[config.mk]
export PLATFORM = sky130hd
export DESIGN_NAME = fwd_scoreboard
export DESIGN_NICKNAME = d
export VERILOG_FILES = /design/src/rtl/fwd_scoreboard.sv
export SDC_FILE = /design/constraint.sdc
export NUM_CORES = 1
export LEC_CHECK = 0
export BUFFER_PORTS_ARGS = -buffer_cell sky130_fd_sc_hd__buf_4
export CORE_MARGIN = 10
export CORE_UTILIZATION = 55
export CTS_BUF_LIST = sky130_fd_sc_hd__clkbuf_4
export DETAILED_ROUTE_END_ITERATION = 7
export MAX_ROUTING_LAYER = met4
export PLACE_DENSITY_LB_ADDON = 0.12
export SLEW_MARGIN = 20
export SYNTH_ARGS = -nofsm -noshare
export SYNTH_HDL_FRONTEND = slang
export SYNTH_SLANG_ARGS = --single-unit
[constraint.sdc]
create_clock -name clk -period 6.19 [get_ports clk]
set_input_delay 0.9285 -clock clk [delete_from_list [all_inputs] [get_ports clk]]
set_output_delay 0.9285 -clock clk [all_outputs]
set_load 0.1 [all_outputs]
[src/rtl/fwd_scoreboard.sv]
// Forwarding scoreboard between decode and execute.
// Tracks the destination register of the instructions in EX, MEM and WB,
// returns per-operand bypass selects for the issuing instruction, stalls
// only on a load-use hazard against EX, and exposes a pending-write mask
// and a saturating count of stall cycles.
module fwd_scoreboard #(
    parameter int BITS  = 32,
    parameter int CNT_W = 16
) (
    input  logic             clk,
    input  logic             rst,
    input  logic [31:0]      id_instr,
    input  logic             id_valid,
    input  logic             flush,
    output logic [1:0]       fwd_a_o,
    output logic [1:0]       fwd_b_o,
    output logic             stall_o,
    output logic [BITS-1:0]  pending_o,
    output logic [CNT_W-1:0] stall_cnt_o
);

    localparam logic [6:0] OP_LUI    = 7'b0110111;
    localparam logic [6:0] OP_AUIPC  = 7'b0010111;
    localparam logic [6:0] OP_JAL    = 7'b1101111;
    localparam logic [6:0] OP_JALR   = 7'b1100111;
    localparam logic [6:0] OP_BRANCH = 7'b1100011;
    localparam logic [6:0] OP_LOAD   = 7'b0000011;
    localparam logic [6:0] OP_STORE  = 7'b0100011;
    localparam logic [6:0] OP_IMM    = 7'b0010011;
    localparam logic [6:0] OP_OP     = 7'b0110011;

    typedef struct packed {
        logic       v;
        logic [4:0] rd;
        logic       is_load;
    } stage_t;

    stage_t           ex_q, mem_q, wb_q, ex_d;
    logic [CNT_W-1:0] cnt_q, cnt_d;

    logic [6:0] opcode;
    logic [4:0] rd, rs1, rs2;
    logic       wr_rd, use_rs1, use_rs2, is_load;
    logic [2:0] res_a, res_b;
    logic       unused_instr_bits;

    assign unused_instr_bits = ^{id_instr[31:25], id_instr[14:12]};

    // Returns {load_use, select}; the youngest matching stage wins.
    function automatic logic [2:0] resolve(input logic used, input logic [4:0] rs,
                                           input stage_t ex, input stage_t mem,
                                           input stage_t wb);
        logic [2:0] r;
        r = 3'b000;
        if (used && rs != 5'd0) begin
            if (ex.v && ex.rd == rs)        r = ex.is_load ? 3'b100 : 3'b001;
            else if (mem.v && mem.rd == rs) r = 3'b010;
            else if (wb.v && wb.rd == rs)   r = 3'b011;
        end
        return r;
    endfunction

    // Opcode decode: which register fields the issuing instruction uses.
    always_comb begin
        opcode  = id_instr[6:0];
        rd      = id_instr[11:7];
        rs1     = id_instr[19:15];
        rs2     = id_instr[24:20];
        wr_rd   = 1'b0;
        use_rs1 = 1'b0;
        use_rs2 = 1'b0;
        is_load = 1'b0;
        case (opcode)
            OP_LUI, OP_AUIPC, OP_JAL: wr_rd = 1'b1;
            OP_JALR:   begin wr_rd = 1'b1; use_rs1 = 1'b1; end
            OP_LOAD:   begin wr_rd = 1'b1; use_rs1 = 1'b1; is_load = 1'b1; end
            OP_IMM:    begin wr_rd = 1'b1; use_rs1 = 1'b1; end
            OP_OP:     begin wr_rd = 1'b1; use_rs1 = 1'b1; use_rs2 = 1'b1; end
            OP_BRANCH, OP_STORE: begin use_rs1 = 1'b1; use_rs2 = 1'b1; end
            default: ;
        endcase
    end

    // Bypass selection, load-use stall and next EX entry / stall count.
    always_comb begin
        res_a   = resolve(id_valid & use_rs1, rs1, ex_q, mem_q, wb_q);
        res_b   = resolve(id_valid & use_rs2, rs2, ex_q, mem_q, wb_q);
        fwd_a_o = res_a[1:0];
        fwd_b_o = res_b[1:0];
        stall_o = id_valid & ~flush & (res_a[2] | res_b[2]);
        ex_d    = '0;
        if (id_valid && !stall_o && !flush && wr_rd && rd != 5'd0)
            ex_d = '{v: 1'b1, rd: rd, is_load: is_load};
        cnt_d = cnt_q;
        if (stall_o && cnt_q != {CNT_W{1'b1}})
            cnt_d = cnt_q + {{(CNT_W-1){1'b0}}, 1'b1};
    end

    // One-hot OR of the valid destinations still in flight.
    always_comb begin
        pending_o = '0;
        for (int i = 1; i < BITS; i++) begin
            pending_o[i] = (ex_q.v  && ex_q.rd  == 5'(i)) ||
                           (mem_q.v && mem_q.rd == 5'(i)) ||
                           (wb_q.v  && wb_q.rd  == 5'(i));
        end
    end

    assign stall_cnt_o = cnt_q;

    // Pipeline shift of the tracking entries and stall counter register.
    always_ff @(posedge clk) begin
        if (rst) begin
            ex_q  <= '0;
            mem_q <= '0;
            wb_q  <= '0;
            cnt_q <= '0;
        end else begin
            ex_q  <= ex_d;
            mem_q <= ex_q;
            wb_q  <= mem_q;
            cnt_q <= cnt_d;
        end
    end

endmodule
### Yosys cells after proc, flatten, opt, wreduce, memory -nomap -nowiden

Index checks and enable logic that the tools add are counted.

* register bits after elaboration: 35
* output and inout bits: 53
* logic and storage cells: 316

* add/sub/neg operators: 1
* eq/ne operators: 109
* multiplexer cells: 14
* bitwise gates (word level): 7
* reduce and logical (&&, ||, !) cells: 177

Operator list (number)
* 5-bit == test, second input constant: 48
* 5-bit by 4-bit == test with 1-bit output, second input constant: 24
* 1-bit logical AND: 106
* 1-bit logical OR: 62
* 5-bit by 3-bit == test with 1-bit output, second input constant: 12
* 5-bit by 2-bit == test with 1-bit output, second input constant: 6
* 5-bit == test: 6
* 7-bit by 6-bit == test with 1-bit output, second input constant: 3
* 7-bit == test, second input constant: 3
* 16-bit by 1-bit adder with 16-bit output, second input constant: 1
* 16-bit != test, second input constant: 1
* 5-bit by 1-bit == test with 1-bit output, second input constant: 3
* 3-bit 2-to-1 mux: 5
* 5-bit nonzero test: 3
* 7-bit by 5-bit == test with 1-bit output, second input constant: 2
* 2-bit 2-to-1 mux: 4
* 7-bit by 2-bit == test with 1-bit output, second input constant: 1
* 7-bit 2-to-1 mux: 1
* 7-bit OR reduction: 1
* 6-bit OR reduction: 1
* 1-bit bitwise AND: 4
* 1-bit 2-to-1 mux: 4
* 3-bit OR reduction: 1
* 1-bit zero test: 2
* 3 further kinds: 4

### Depth between registers and ports, before layout

Gate-level depths: netlist of the first run.

* word-level depth: 15
* mapped depth: 9
* depth with buffers taken out: 6

### Worst setup path before layout of the first run

Ideal clock, no wire load.

* kind: in2out
* from: input port id_instr[17]
* to: output port fwd_a_o[1]
* arrival: 3.751 ns
* setup slack: 1.511 ns
* cell stages on the path: 5
* cell sequence: xor2_1 > nor4_1 > and3_1 > a31oi_1 > nor3b_1

* word-level cells in the longest chain between the ends: 6
* elaborated cells between the ends (all ways): 12
* classes of those cells: eq/ne (3); mux (4); reduce/logical (5)

Ends and longest elaborated chain
* start: declaration: RTL line 12 `input logic [31:0] id_instr,`
* 5-bit == test: RTL line 58 `else if (wb.v && wb.rd == rs) r = 3'b011;`
* 1-bit logical AND: RTL line 58
* 2-bit 2-to-1 mux: RTL line 58
* 2-bit 2-to-1 mux: RTL line 57 `else if (mem.v && mem.rd == rs) r = 3'b010;`
* 3-bit 2-to-1 mux: RTL line 56 `if (ex.v && ex.rd == rs) r = ex.is_load ? 3'b100 : 3'b001;`
* 3-bit 2-to-1 mux *: RTL line 55 `if (used && rs != 5'd0) begin`
* end: declaration: RTL line 15 `output logic [1:0] fwd_a_o,`

Mark *: on every way between the ends. The rest lies on a longest branch, timed or not.

### Final worst setup path of the first run

* from: input port id_instr[3]
* to: output port stall_o

* word-level cells in the longest chain between the ends: 8
* elaborated cells between the ends (all ways): 18
* classes of those cells: eq/ne (6); mux (4); bitwise (4); reduce/logical (4)

Ends and longest elaborated chain
* 7-bit by 2-bit == test with 1-bit output (tied with other cells): RTL line 73 `case (opcode)`
* 6-bit OR reduction (no line) / 3-bit OR reduction (equally long branches)
* 1-bit 2-to-1 mux: RTL line 73
* 1-bit bitwise AND, on equally long branches: RTL line 86, 87
* 1-bit logical AND: RTL line 55
* 3-bit 2-to-1 mux: RTL line 55
* 1-bit bitwise OR *: RTL line 90 `stall_o = id_valid & ~flush & (res_a[2] | res_b[2]);`
* 1-bit bitwise AND *: RTL line 90
* end: declaration: RTL line 17 `output logic stall_o,`

Marks and branches as above.

==> impl_metrics.sql, run 1 <==
INSERT INTO impl_metrics (metric_group, metric, value, unit) VALUES
('status', 'run_status', 'completed', ''),
('power', 'power_frac_seq', '0.584', ''),
('critical_path', 'critical_path.max_stage_delay', '0.57', 'ns'),
('die', 'pin_count', '89', ''),
('finish', 'layout.cells.most_common_list', 'buf_4, nand2_1, nand3_1', ''),
('route', 'total_number_of_vias', '3086', ''),
('clock_tree', 'cts_hold_repair.buffers', '0', ''),
('synthesis', 'asyncSetResetFlopFracSynth', '0', ''),
('route', 'detail-route-antenna-nets', '0', ''),
('critical_path', 'critPathSlowestCell', 'or4_1', ''),
('critical_path', 'critical-path-top-delay-family', 'simple AND/OR/NAND/NOR gates', ''),
('synthesis', 'ys_seq_area_frac', '0.2568', ''),
('critical_path', 'worst_ep_required_time', '5.26', 'ns'),
('timing', 'setup_repair_after_global_routing_missed_its_margin', 'false', ''),
('die', 'num_rows', '25', ''),
('synthesis', 'yosys.area_share.xor_xnor', '0.1022', ''),
('global_routing', 'global_route.usage.total', '0.2070', ''),
('power', 'fraction_of_power_spent_switching_nets', '0.2577', ''),
('run', 'timing.max_cap.violations', '0', ''),
('global_routing', 'antenna_found_initial', '0', ''),
('timing', 'fin_crit_period', '3.684', 'ns'),
('die', 'die_width', '90.44', 'µm'),
('power', 'internal_portion_of_total_power', '287.6', 'µW'),
('critical_path', 'reg2reg_from', 'ex_q[4]', ''),
('critical_path', 'crit_top_cell', 'buf_4', ''),
('finish', 'post_route_cells_drive_above_1_share', '0.2004', ''),
('global_routing', 'first_global_vias', '2966', ''),
('die', 'fp.coreArea', '4755', 'µm²'),
('synthesis', 'ys_warn_count', '0', ''),
('route', 'firstDrtPassIters', '5', ''),
('placed_design', 'placed_cells', '508', ''),
('global_routing', 'grt_pass1_wl', '14150', 'µm'),
('timing', 'hold-worst-slack', '0.5099', 'ns'),
('synthesis', 'synth_top_family_by_area', 'simple AND/OR/NAND/NOR gates', ''),
('timing', 'finalClockSkew', '0.01532', 'ns'),
('finish', 'antennaDiodeCount', '0', ''),
('finish', 'finish.instance_area', '3357', 'µm²'),
('placed_design', 'io_buffer_count', '77', ''),
('clock_tree', 'cts-root-to-sink-buffers', '2', ''),
('global_routing', 'grt_max_degree', '31', ''),
('finish', 'finish.net_count', '485', ''),
('clock_tree', 'post_cts.repair.setup_buffers', '0', ''),
('synthesis', 'post_synthesis_share_of_cell_area_spent_on_full_adders_half_adders_and_majority_gates', '0.004585', ''),
('synthesis', 'netlist-cell-type-count', '46', ''),
('synthesis', 'portion_of_netlist_area_occupied_by_mux_cells', '0.007795', ''),
('critical_path', 'worst-endpoint-arrival', '2.76', 'ns'),
('finish', 'instances_no_fill', '516', ''),
('clock_tree', 'clock_tree_from_tritoncts', 'built', ''),
('clock_tree', 'cts.clk_slew.worst_paths', '0.12', 'ns'),
('timing', 'setup_viol_count_final', '0', ''),
('critical_path', 'setup.worst_path.class', 'in -> out', ''),
('clock_tree', 'numCtsBuffers', '5', ''),
('timing', 'final-max-slew-violation-count', '0', ''),
('min_path', 'hold_start', 'stall_cnt_o[12]', ''),
('timing', 'min_period_over_period', '0.5952', ''),
('timing', 'max_freq', '271.4', 'MHz'),
('route', 'drt-vias-per-instance', '5.981', ''),
('power', 'leakagePower', '1.484', 'nW'),
('power', 'logic_gate_share_of_total_power', '0.103', ''),
('critical_path', 'crit_path_from', 'id_instr[3]', ''),
('route', 'routedWlPerCell', '16.78', 'µm'),
('die', 'initial_util', '0.5739', ''),
('clock_tree', 'htreeDepth', '2', ''),
('placed_design', 'routabilityCongestion', '0.9562', ''),
('power', 'power_per_cell_area', '115.4', 'nW/µm²'),
('timing', 'report.final.hold_viol_count', '0', ''),
('min_path', 'timing.hold.worst.class', 'reg -> reg', ''),
('finish', 'layout-area-overhead-vs-synth', '23.02', '%'),
('power', 'ir_drop', '0.1418', 'mV'),
('critical_path', 'setup.worst_path.end_class', 'output pin', ''),
('synthesis', 'yosys_register_bits', '35', '');
## layout make-up
class	instances	area, µm²
Timing Repair Buffer	77	578.1
Multi-Input combinational cell	324	1918
Tap cell	67	83.83
Inverter	5	18.77
Sequential cell	35	700.7
Clock inverter	3	20.02
Fill cell	430	1398
Clock buffer	5	37.54
## synth_stat cells (all sizes together), types with 2 or more instances
master | instances | share of area
a211oi | 2 | 0.0055
a21oi | 12 | 0.022
a222oi | 2 | 0.0073
a22oi | 19 | 0.052
a31oi | 4 | 0.0092
a32oi | 5 | 0.019
and2 | 8 | 0.018
and3 | 14 | 0.032
and4 | 2 | 0.0064
and4b | 2 | 0.0073
buf | 5 | 0.014
clkbuf | 14 | 0.019
dfxtp | 35 | 0.26
inv | 5 | 0.0069
nand2 | 66 | 0.091
nand2b | 4 | 0.0092
nand3 | 36 | 0.066
nand4 | 4 | 0.0092
nor2 | 27 | 0.037
nor2b | 28 | 0.064
nor3 | 8 | 0.015
nor3b | 4 | 0.011
nor4 | 4 | 0.0092
o21ai | 11 | 0.020
or3 | 10 | 0.023
or4 | 6 | 0.017
or4b | 3 | 0.011
xnor2 | 14 | 0.048
xor2 | 17 | 0.055
## cells by family after synthesis
group	after synthesis
DFF	35
adders and majority gates	1
and+or+nand+nor	227
other	1
xor gates and xnor gates	31
muxes	2
buffers and inverters	24
AOI/OAI and AO/OA	62
## metrics by stage
step	setup slack [ns]	total power, mW	utilization
final	2.506	0.3874	0.7061
after global routing	2.444	0.4038	0.7061
after CTS	2.522	0.3889	0.7061
after detailed placement	2.525	0.2709	0.6939
after global placement	2.560	0.2698	0.6939
after floorplan	1.511	0.2504	-
## power groups by stage
stage | logic, mW | clock network [mW] | registers (mW)
2_1_floorplan | 0.0197 | 0 | 0.231
3_3_place_gp | 0.0385 | 0 | 0.231
3_5_place_dp | 0.0396 | 0 | 0.231
4_1_cts | 0.0398 | 0.123 | 0.226
5_1_grt | 0.0436 | 0.134 | 0.226
6_report | 0.0401 | 0.121 | 0.226
## final timing paths
| kind | end | slack (ns) | cells after the start |
|---|---|---|---|
| worst min-delay path | stall_cnt_o[12] | 0.51 | 2 |
| worst min register to register | stall_cnt_o[12] | 0.51 | 2 |
| worst max-delay path | stall_o | 2.51 | 6 |
| worst max register to register | stall_cnt_o[15] | 3.42 | 6 |
## worst reg2reg max path: stages, from the launching register on
cell     delay [ns]
dfxtp_1        0.68
xnor2_1        0.20
nand4_1        0.18
or4_1          0.62
a21bo_1        0.39
or4_1          0.49
a21oi_1        0.16
## metal layers
layer / up-vias / share of wire / routed length (µm) / track usage
met5: - / 0 / 0 / -
met4: 0 / 0.021 / 180 / 0.07825
met3: 18 / 0.071 / 614 / 0.04489
met2: 155 / 0.49 / 4281 / 0.3529
met1: 1413 / 0.41 / 3580 / 0.2314
li1: 1500 / - / - / -
## sequential cells by signal, indices dropped and copies added, names as in the netlist
register     cells
mem_q            6
wb_q             6
stall_cnt_o     16
ex_q             7
No activity file was read; power rests on OpenSTA's default activity.
==> inputs of run 2 (changes only) <==
--- a/config.mk
+++ b/config.mk
@@ -7,7 +7,7 @@
 export LEC_CHECK = 0
 export BUFFER_PORTS_ARGS = -buffer_cell sky130_fd_sc_hd__buf_4
 export CORE_MARGIN = 10
-export CORE_UTILIZATION = 55
+export CORE_UTILIZATION = 53
 export CTS_BUF_LIST = sky130_fd_sc_hd__clkbuf_4
 export DETAILED_ROUTE_END_ITERATION = 7
 export MAX_ROUTING_LAYER = met4
==> constraint.sdc (replaced) <==
create_clock -name clk -period 3.5 [get_ports clk]
set_input_delay 0.525 -clock clk [delete_from_list [all_inputs] [get_ports clk]]
set_output_delay 0.525 -clock clk [all_outputs]
set_load 0.1 [all_outputs]
==> run 2 against run 1 <==
First-iteration DRC count grew 2.1%. Utilization fell by 2.9 points. Clock power grew to 2.5 times the previous value. Non-clock buffer count rose by 2. Design area grew 1.6%. Largest power group unchanged. Highest routed layer unchanged.
==> impl_metrics.sql, run 2 (synthesis results as in run 1) <==
INSERT INTO impl_metrics (metric_group, metric, value, unit) VALUES
('status', 'run_status', 'completed', ''),
('route', 'drt-vias-per-instance', '5.866', ''),
('timing', 'final-max-slew-violation-count', '0', ''),
('finish', 'fillerInstances', '457', ''),
('critical_path', 'reg2reg_from', 'ex_q[4]', ''),
('global_routing', 'first_global_vias', '2927', ''),
('min_path', 'whs_endpoint', 'ex_q[1]', ''),
('timing', 'max_freq', '322.9', 'MHz'),
('route', 'routedWlPerCell', '16.75', 'µm'),
('clock_tree', 'cts.clk_slew.worst_paths', '0.11', 'ns'),
('critical_path', 'critPathLaunchType', 'flip-flop', ''),
('die', 'num_rows', '26', ''),
('clock_tree', 'clock_latency', '0.35', 'ns'),
('timing', 'fin_crit_period', '3.097', 'ns'),
('placed_design', 'io_buffer_count', '77', ''),
('timing', 'finalSetupTns', '0', 'ns'),
('finish', 'antennaDiodeCount', '0', ''),
('min_path', 'timing.hold.worst.class', 'in -> reg', ''),
('critical_path', 'worstPathMaxFanout', '12', ''),
('power', 'power_per_cell_area', '227.7', 'nW/µm²'),
('clock_tree', 'cts-root-buf', 'clkbuf_4', ''),
('finish', 'multi_input_comb_area', '1927', 'µm²'),
('timing', 'min_period_over_period', '0.8849', ''),
('die', 'pin_count', '89', ''),
('power', 'fraction_of_power_spent_switching_nets', '0.2460', ''),
('timing', 'setup_repair_after_global_routing_missed_its_margin', 'false', ''),
('route', 'total_number_of_vias', '3056', ''),
('clock_tree', 'htreeDepth', '2', ''),
('critical_path', 'worst_r2r_endpoint', 'stall_cnt_o[15]', ''),
('route', 'detail-route-antenna-nets', '0', ''),
('finish', 'final_common_cell', 'buf_4', ''),
('timing', 'setup_viol_count_final', '0', ''),
('finish', 'post_route_cells_drive_above_1_share', '0.2106', ''),
('clock_tree', 'cts-root-to-sink-buffers', '2', ''),
('finish', 'finish.net_count', '487', ''),
('critical_path', 'critical_path.max_stage_delay', '0.67', 'ns'),
('placed_design', 'routabilityCongestion', '0.9250', ''),
('finish', 'seqCellArea', '700.7', 'µm²'),
('critical_path', 'path_buf_inv', '1', ''),
('global_routing', 'global_route.usage.total', '0.2060', ''),
('placed_design', 'placement.cell_area', '3327', 'µm²'),
('clock_tree', 'cts_hold_repair.buffers', '0', ''),
('finish', 'layout.cells.most_common_list', 'buf_4, nand2_1, nand3_1', ''),
('finish', 'largest_reg_flops', '16', ''),
('route', 'detail_route.iter0.violations', '199', ''),
('min_path', 'hold_start', 'id_instr[7]', ''),
('power', 'logic_gate_share_of_total_power', '0.093', ''),
('timing', 'finalClockSkew', '0.008376', 'ns'),
('global_routing', 'grt_max_degree', '31', ''),
('global_routing', 'gr_overflow_total', '0', ''),
('clock_tree', 'cts.sinks', '35', ''),
('timing', 'max_slew_margin', '0.6422', ''),
('global_routing', 'antenna_found_initial', '0', ''),
('timing', 'report.final.hold_viol_count', '0', ''),
('power', 'ir_drop', '0.3433', 'mV'),
('power', 'leakagePower', '1.512', 'nW'),
('clock_tree', 'post_cts.repair.setup_buffers', '0', ''),
('placed_design', 'hpwlAfterDp', '6583', 'µm'),
('clock_tree', 'numCtsBuffers', '5', ''),
('route', 'totalWireLength', '8726', 'µm'),
('critical_path', 'critPathSlowestCell', 'dfxtp_1', ''),
('die', 'die_width', '91.76', 'µm'),
('clock_tree', 'post_cts_resized', '0', ''),
('finish', 'layout-area-overhead-vs-synth', '25.03', '%'),
('critical_path', 'timing.reg2reg.setup_slack', '0.79', 'ns'),
('die', 'fp.coreArea', '5042', 'µm²'),
('die', 'floorplan.die.height', '91.76', 'µm'),
('critical_path', 'r2r.worst_path.cells', '6', ''),
('power', 'power_frac_seq', '0.515', ''),
('clock_tree', 'clock_tree_from_tritoncts', 'built', ''),
('route', 'firstDrtPassIters', '5', ''),
('die', 'die_area', '8419', 'µm²'),
('critical_path', 'worst_ep_required_time', '2.97', 'ns'),
('power', 'internal_portion_of_total_power', '585.7', 'µW'),
('critical_path', 'worst-endpoint-arrival', '2.57', 'ns'),
('critical_path', 'setup.worst_path.class', 'reg -> out', ''),
('run', 'timing.max_cap.violations', '0', ''),
('critical_path', 'setup.worst_path.end_class', 'output pin', ''),
('min_path', 'hold_depth', '2', ''),
('route', 'drc', '0', ''),
('critical_path', 'critical-path-top-delay-family', 'simple AND/OR/NAND/NOR gates', ''),
('timing', 'max_slew.worst_pin.slew', '0.5356', 'ns'),
('global_routing', 'grt_pass1_wl', '14470', 'µm'),
('power', 'switching_power_summed_over_all_nets', '191.1', 'µW'),
('critical_path', 'path_cells', 'xnor2_1 > nand4_1 > or4_1 > a21oi_2 > buf_4', ''),
('power', 'power.share.clock', '0.393', ''),
('finish', 'finish.instance_area', '3412', 'µm²'),
('die', 'initial_util', '0.5412', ''),
('timing', 'hold-worst-slack', '0.3809', 'ns');
## run 2: changes by cell type in the layout (fill, tap and decap cells not counted), sizes merged
cell	before	now
buf	77	79
inv	5	6
clkinvlp	1	0
bufinv	0	1
clkinv	2	1
## run 2: how the worst max path moves through the flow
stage | from | cells past startpoint | slack (ns) | end
after floorplan | id_instr[3] | 3 | 0.39 | fwd_a_o[0]
after CTS | ex_q[4] | 5 | 0.43 | stall_o
after global placement | id_instr[3] | 7 | 0.79 | stall_cnt_o[15]
after detailed placement | id_instr[3] | 7 | 0.76 | stall_cnt_o[15]
final | ex_q[4] | 5 | 0.40 | stall_o
after global routing | ex_q[4] | 5 | 0.27 | stall_o
## run 2: final cells by class
class                           instances  share of cell area
Clock buffer                            5             0.01100
Clock inverter                          3             0.01393
Inverter                                5            0.005501
Multi-Input combinational cell        324              0.5647
Sequential cell                        35              0.2054
Tap cell                               70             0.02567
Timing Repair Buffer                   79              0.1738
## run 2: power by group through the flow
stage / Clock, mW / Combinational, mW / Sequential (mW)
5_1_grt: 0.323 / 0.0778 / 0.400
3_3_place_gp: 0 / 0.0694 / 0.409
3_5_place_dp: 0 / 0.0709 / 0.409
4_1_cts: 0.309 / 0.0712 / 0.400
6_report: 0.305 / 0.0719 / 0.400
2_1_floorplan: 0 / 0.0350 / 0.408
## run 2: layer usage
| metal | vias to the layer above | track usage | part of all wire |
|---|---|---|---|
| li1 | 1506 | - | - |
| met1 | 1417 | 0.2525 | 0.43 |
| met2 | 119 | 0.3400 | 0.49 |
| met3 | 14 | 0.03504 | 0.061 |
| met4 | 0 | 0.05913 | 0.015 |
| met5 | - | - | 0 |
## run 2: metrics by stage
step           power, mW  setup slack, ns  utilization  std cells
6_report          0.7768           0.4028       0.6767        521
5_1_grt           0.8008           0.2730       0.6767        521
4_1_cts           0.7802           0.4308       0.6767        521
3_5_place_dp      0.4798           0.7648       0.6598        513
3_3_place_gp      0.4782           0.7866       0.6598        513
2_1_floorplan     0.4430           0.3889            -        383
